### config.mk
export PLATFORM = sky130hd
export DESIGN_NAME = pcr_reagent_sequencer
export DESIGN_NICKNAME = d
export VERILOG_FILES = /design/src/rtl/pcr_reagent_sequencer.sv
export SDC_FILE = /design/constraint.sdc
export NUM_CORES = 1
export LEC_CHECK = 0
export CAP_MARGIN = 10
export CORE_MARGIN = 4
export CORE_UTILIZATION = 68
export CTS_BUF_LIST = sky130_fd_sc_hd__clkbuf_4
export DETAILED_ROUTE_END_ITERATION = 12
export MAX_ROUTING_LAYER = met4
export PLACE_DENSITY_LB_ADDON = 0.08
export SYNTH_ARGS = -nofsm -noshare
export SYNTH_HDL_FRONTEND = slang
export SYNTH_SLANG_ARGS = --single-unit
### constraint.sdc
create_clock -name clk -period 3.8 [get_ports clk]
set_input_delay 0.38 -clock clk [delete_from_list [all_inputs] [get_ports clk]]
set_output_delay 0.38 -clock clk [all_outputs]
set_load 0.03 [all_outputs]
### src/rtl/pcr_reagent_sequencer.sv
// PCR premix reagent sequencer: dispenses each inlet in index order with the
// shared pump running, separates reagents with a closed settle gap, then
// flushes the mixed product through the outlet valve.
module pcr_reagent_sequencer #(
   parameter int unsigned N_CH       = 6,
   parameter int unsigned CNT_W      = 16,
   parameter int unsigned SETTLE_CYC = 8,
   parameter int unsigned FLUSH_CYC  = 64,
   parameter int unsigned DEF_DUR    = 16
) (
   input  logic             clk,
   input  logic             rst_n,
   input  logic             cfg_we,
   input  logic [2:0]       cfg_addr,
   input  logic [CNT_W-1:0] cfg_data,
   input  logic             start,
   input  logic             abort,
   output logic             busy,
   output logic             done,
   output logic             aborted,
   output logic             cfg_err,
   output logic [N_CH-1:0]  valve_open,
   output logic             out_valve,
   output logic             pump_en,
   output logic [2:0]       cur_ch
);

   typedef enum logic [2:0] {
      IDLE,
      DISPENSE,
      SETTLE,
      FLUSH,
      DONE
   } state_t;

   state_t           state_q;
   logic [2:0]       ch_q;
   logic [CNT_W-1:0] cnt_q;
   logic [CNT_W-1:0] dur_q [N_CH];

   logic             busy_q;
   logic             done_q;
   logic             aborted_q;
   logic             cfg_err_q;
   logic [N_CH-1:0]  valve_q;
   logic             out_valve_q;
   logic             pump_q;
   logic [2:0]       cur_ch_q;

   logic             first_vld_d;
   logic [2:0]       first_ch_d;
   logic [CNT_W-1:0] first_dur_d;
   logic             next_vld_d;
   logic [2:0]       next_ch_d;
   logic [CNT_W-1:0] next_dur_d;
   logic             addr_ok_d;

   assign addr_ok_d = (32'(cfg_addr) < N_CH);

   // Duration registers: writable only in IDLE with a valid address; otherwise flag an error pulse
   always_ff @(posedge clk or negedge rst_n) begin
      if (!rst_n) begin
         for (int unsigned i = 0; i < N_CH; i++) begin
            dur_q[i] <= CNT_W'(DEF_DUR);
         end
         cfg_err_q <= 1'b0;
      end else begin
         cfg_err_q <= 1'b0;
         if (cfg_we) begin
            if (state_q != IDLE || !addr_ok_d) begin
               cfg_err_q <= 1'b1;
            end else begin
               for (int unsigned i = 0; i < N_CH; i++) begin
                  if (cfg_addr == 3'(i)) begin
                     dur_q[i] <= cfg_data;
                  end
               end
            end
         end
      end
   end

   // Find the lowest nonzero channel overall and the lowest nonzero channel above ch_q
   // (descending scan so the last hit is the lowest index)
   always_comb begin
      first_vld_d = 1'b0;
      first_ch_d  = '0;
      first_dur_d = '0;
      next_vld_d  = 1'b0;
      next_ch_d   = '0;
      next_dur_d  = '0;
      for (int unsigned i = N_CH; i > 0; i--) begin
         if (dur_q[i-1] != '0) begin
            first_vld_d = 1'b1;
            first_ch_d  = 3'(i-1);
            first_dur_d = dur_q[i-1];
            if (3'(i-1) > ch_q) begin
               next_vld_d = 1'b1;
               next_ch_d  = 3'(i-1);
               next_dur_d = dur_q[i-1];
            end
         end
      end
   end

   // Sequencer FSM with registered drives; abort from any busy state returns to IDLE in one cycle
   always_ff @(posedge clk or negedge rst_n) begin
      if (!rst_n) begin
         state_q     <= IDLE;
         ch_q        <= '0;
         cnt_q       <= '0;
         busy_q      <= 1'b0;
         done_q      <= 1'b0;
         aborted_q   <= 1'b0;
         valve_q     <= '0;
         out_valve_q <= 1'b0;
         pump_q      <= 1'b0;
         cur_ch_q    <= '0;
      end else begin
         done_q    <= 1'b0;
         aborted_q <= 1'b0;
         if (state_q != IDLE && abort) begin
            state_q     <= IDLE;
            ch_q        <= '0;
            cnt_q       <= '0;
            busy_q      <= 1'b0;
            aborted_q   <= 1'b1;
            valve_q     <= '0;
            out_valve_q <= 1'b0;
            pump_q      <= 1'b0;
            cur_ch_q    <= '0;
         end else begin
            case (state_q)
               IDLE: begin
                  if (start && !abort) begin
                     busy_q <= 1'b1;
                     pump_q <= 1'b1;
                     if (first_vld_d) begin
                        state_q  <= DISPENSE;
                        ch_q     <= first_ch_d;
                        cur_ch_q <= first_ch_d;
                        cnt_q    <= first_dur_d;
                        valve_q  <= N_CH'(1) << first_ch_d;
                     end else begin
                        state_q     <= FLUSH;
                        cnt_q       <= CNT_W'(FLUSH_CYC);
                        out_valve_q <= 1'b1;
                     end
                  end
               end
               DISPENSE: begin
                  if (cnt_q == CNT_W'(1)) begin
                     state_q <= SETTLE;
                     cnt_q   <= CNT_W'(SETTLE_CYC);
                     valve_q <= '0;
                     pump_q  <= 1'b0;
                  end else begin
                     cnt_q <= cnt_q - CNT_W'(1);
                  end
               end
               SETTLE: begin
                  if (cnt_q == CNT_W'(1)) begin
                     pump_q <= 1'b1;
                     if (next_vld_d) begin
                        state_q  <= DISPENSE;
                        ch_q     <= next_ch_d;
                        cur_ch_q <= next_ch_d;
                        cnt_q    <= next_dur_d;
                        valve_q  <= N_CH'(1) << next_ch_d;
                     end else begin
                        state_q     <= FLUSH;
                        ch_q        <= '0;
                        cur_ch_q    <= '0;
                        cnt_q       <= CNT_W'(FLUSH_CYC);
                        out_valve_q <= 1'b1;
                     end
                  end else begin
                     cnt_q <= cnt_q - CNT_W'(1);
                  end
               end
               FLUSH: begin
                  if (cnt_q == CNT_W'(1)) begin
                     state_q     <= DONE;
                     cnt_q       <= '0;
                     out_valve_q <= 1'b0;
                     pump_q      <= 1'b0;
                     done_q      <= 1'b1;
                  end else begin
                     cnt_q <= cnt_q - CNT_W'(1);
                  end
               end
               DONE: begin
                  state_q <= IDLE;
                  busy_q  <= 1'b0;
               end
               default: begin
                  state_q     <= IDLE;
                  busy_q      <= 1'b0;
                  valve_q     <= '0;
                  out_valve_q <= 1'b0;
                  pump_q      <= 1'b0;
                  cur_ch_q    <= '0;
               end
            endcase
         end
      end
   end

   assign busy       = busy_q;
   assign done       = done_q;
   assign aborted    = aborted_q;
   assign cfg_err    = cfg_err_q;
   assign valve_open = valve_q;
   assign out_valve  = out_valve_q;
   assign pump_en    = pump_q;
   assign cur_ch     = cur_ch_q;

endmodule

==> impl_metrics.csv <==
group,metric,value,unit
run_status,status,"finished clean",
sta,setup_tns,0,ns
power_and_ir_drop,leakage,0.00344,uW
logic_synthesis,synth-edff-count,0,
cts,htree_levels,4,
floorplanning,coreArea,10900,um2
cts,cts_buffers,17,
placed_design,preCtsSetupSlack,0.751,ns
power_and_ir_drop,p_int,3010,uW
sta,finClkSkew,0.0186,ns
critical_path,worst_setup_path_end_kind,"register",
critical_path,crit_path_start_kind,"register",
sta,fin_crit_sh,84.9,%
power_and_ir_drop,p_switching,1760,uW
cts,clkSinkCount,133,
floorplanning,die_area,13000,um2
sta,rsz0062_at_grt,"false",
logic_synthesis,synth_area,7630,um2
floorplanning,io-pin-count,39,
detailed_routing,postRouteAntennaNets,0,
cts,clockRootBuffer,"clkbuf_4",
sta,setup_ws,0.575,ns
power_and_ir_drop,swShare,36.9,%
sta,slew_violations,0,
logic_synthesis,yosysWarnings,0,
sta,fin_crit,3.22,ns
cells_and_area,layout_commonest_cell,"dfrtp_1",
floorplanning,initial_utilization,70.1,%
cells_and_area,drive_gt1_share,22.2,%
detailed_routing,wire_per_inst,25.0,um
floorplanning,die_w,114,um
cells_and_area,finalNetCount,841,
power_and_ir_drop,pwr-share-seq,48.6,%
cts,cts.path.max_buffers,2,
power_and_ir_drop,clkPwrFrac,22.8,%
global_route,grt_usage,39.4,%
placed_design,dpl.hpwl,18.0,mm
detailed_routing,drc,0,
placed_design,dp.cells,935,
detailed_routing,viasPerCell,7.34,
sta,relSlewSlack,36.8,%
detailed_routing,wl,24.2,mm
sta,fmax,0.310,GHz
critical_path,path_class,"register to register",
cts,clk_pin_slew,0.13,ns
global_route,grt_max_degree,70,
cells_and_area,stdcell_area,8560,um2
logic_synthesis,synth_flop_cell,"dfrtp_1",
global_route,grt_overflow,0,
floorplanning,die_h,114,um
sta,finalSetupViolCount,0,
sta,tightest_slew,0.946,ns
cells_and_area,syn_to_final_growth,12.2,%
critical_path,cp.required,4.29,ns
logic_synthesis,syn_area_per_cell,9.85,um2
global_route,grt_pass1_vias,6710,
cells_and_area,most-common-layout-cells,"dfrtp_1, mux2_2, nor2_1",
critical_path,cp_data_arrival_time,3.71,ns
cts,ctsResizeCount,0,
cells_and_area,num_antenna_cells,0,
logic_synthesis,synthArstFlopShare,100,%
power_and_ir_drop,power,4770,uW
detailed_routing,via_count,7102,
logic_synthesis,seq_area_frac_synth,43.7,%
run,cap_violations,0,
global_route,grt_antenna_before_repair,0,
placed_design,place_congestion,1.12,
detailed_routing,drtPass1Iterations,6,
power_and_ir_drop,powerDensity,557,nW/um2
logic_synthesis,synthCells,774,
power_and_ir_drop,vdd_drop_max,509,uV
min_path,hp-class,"input port to register",
placed_design,place_area,8220,um2
placed_design,io_buffers,38,
cells_and_area,final_cells,967,
detailed_routing,drt_iter0_drc,1283,
floorplanning,core.rowCount,38,
sta,final_hold_viol_count,0,
power_and_ir_drop,comb_power_share,28.6,%
logic_synthesis,syn-num-nets,800,
critical_path,path_max_fanout,15,
logic_synthesis,ys_seq_elements,133,
cts,cts_tree,"built",
cts,insertion_delay,0.57,ns
global_route,grt_pass1_wl,37.8,mm
logic_synthesis,synth_cell_types,71,
power groups by stage:
stage	combinational [uW]	clock, uW	sequential [uW]
global route	1470	1170	2360
floorplan	942	0	2180
CTS	1340	1100	2290
global placement	1280	0	2290
finish	1360	1090	2320
detailed placement	1330	0	2320
cell usage after synthesis (6+ instances only):
master / number / area, um2
nand4_1: 10 / 62.6
nor2b_1: 6 / 37.5
o21bai_1: 6 / 45.0
a21oi_1: 55 / 275
a22oi_1: 12 / 90.1
nor2_1: 61 / 229
a22o_1: 11 / 96.3
dfrtp_1: 127 / 3180
o211ai_1: 6 / 45.0
inv_1: 11 / 41.3
a31o_2: 6 / 52.6
a31oi_1: 18 / 113
dfstp_2: 6 / 158
nor3_1: 20 / 100
o21ai_0: 56 / 280
o21a_1: 10 / 75.1
a32oi_1: 10 / 87.6
nand3_1: 19 / 95.1
mux2_2: 95 / 1070
buf_2: 8 / 40.0
clkbuf_1: 35 / 131
a211oi_1: 19 / 143
nand2_1: 37 / 139
nor4_1: 27 / 169
per-layer routing:
metal / routed length, um / up-vias / track usage [%]
met5: 0 / - / -
met4: 808 / 0 / 13.3
met3: 2690 / 97 / 8.65
met2: 11000 / 521 / 59.2
met1: 9660 / 3399 / 53.7
li1: - / 3085 / -
state kept, by name, indices dropped and copies added (netlist names):
name,flops
state_q,3
valve_open,6
cfg_err,1
busy,1
pump_en,1
dur_q,96
cnt_q,16
aborted,1
ch_q,3
done,1
cur_ch,3
out_valve,1
through the flow:
stage	utilization, %	hold WS (ns)
finish	78.6	0.450
global route	78.6	0.442
CTS	78.6	0.398
detailed placement	75.5	0.475
global placement	75.5	0.468
floorplan	-	0.0844
worst max-delay path, cell delays in order, from the launching register on:
cell      delay (ns)
dfrtp_1         0.43
nor4_1          0.60
a41o_1          0.42
nand2b_1        0.47
buf_4           0.29
nor2_1          0.06
a211oi_1        0.48
o21ai_0         0.18
a22oi_1         0.22
final cells by class:
type | count | area (um2)
fillers | 723 | 2330
clock inverters | 14 | 200
inverters | 12 | 45.0
flip-flops and latches | 133 | 3340
multi-input cells | 583 | 4060
repair buffers | 68 | 618
well taps | 140 | 175
clock buffers | 17 | 128
cell families after synthesis:
logic type / after synthesis / synth area share (%)
compound gates: 263 / 23.2
simple gates: 216 / 14.7
flops: 133 / 43.7
mux: 99 / 14.6
buf+inv: 58 / 3.08
xor+xnor: 3 / 0.345
fa+ha+maj: 2 / 0.328
worst paths after layout:
| kind | from | to | slack (ns) | cells past startpoint |
|---|---|---|---|---|
| setup / recovery | dur_q[43] | cnt_q[15] | 0.58 | 8 |
| hold / removal | cfg_addr[2] | cfg_err | 0.45 | 3 |
| setup reg to reg | dur_q[43] | cnt_q[15] | 0.58 | 8 |
| hold reg to reg | cur_ch[1] | cur_ch[1] | 0.51 | 1 |
| max in group asynchronous | rst_n | dur_q[68] | 2.42 | 3 |
| min in group asynchronous | rst_n | out_valve | 0.47 | 2 |
repair_timing:
| action | CTS | global route |
|---|---|---|
| hold endpoints to repair | 68 | 0 |
| hold buffers | 1 | 0 |
| buffers inserted | 0 | 0 |
No activity file was read; power rests on OpenSTA's default activity.
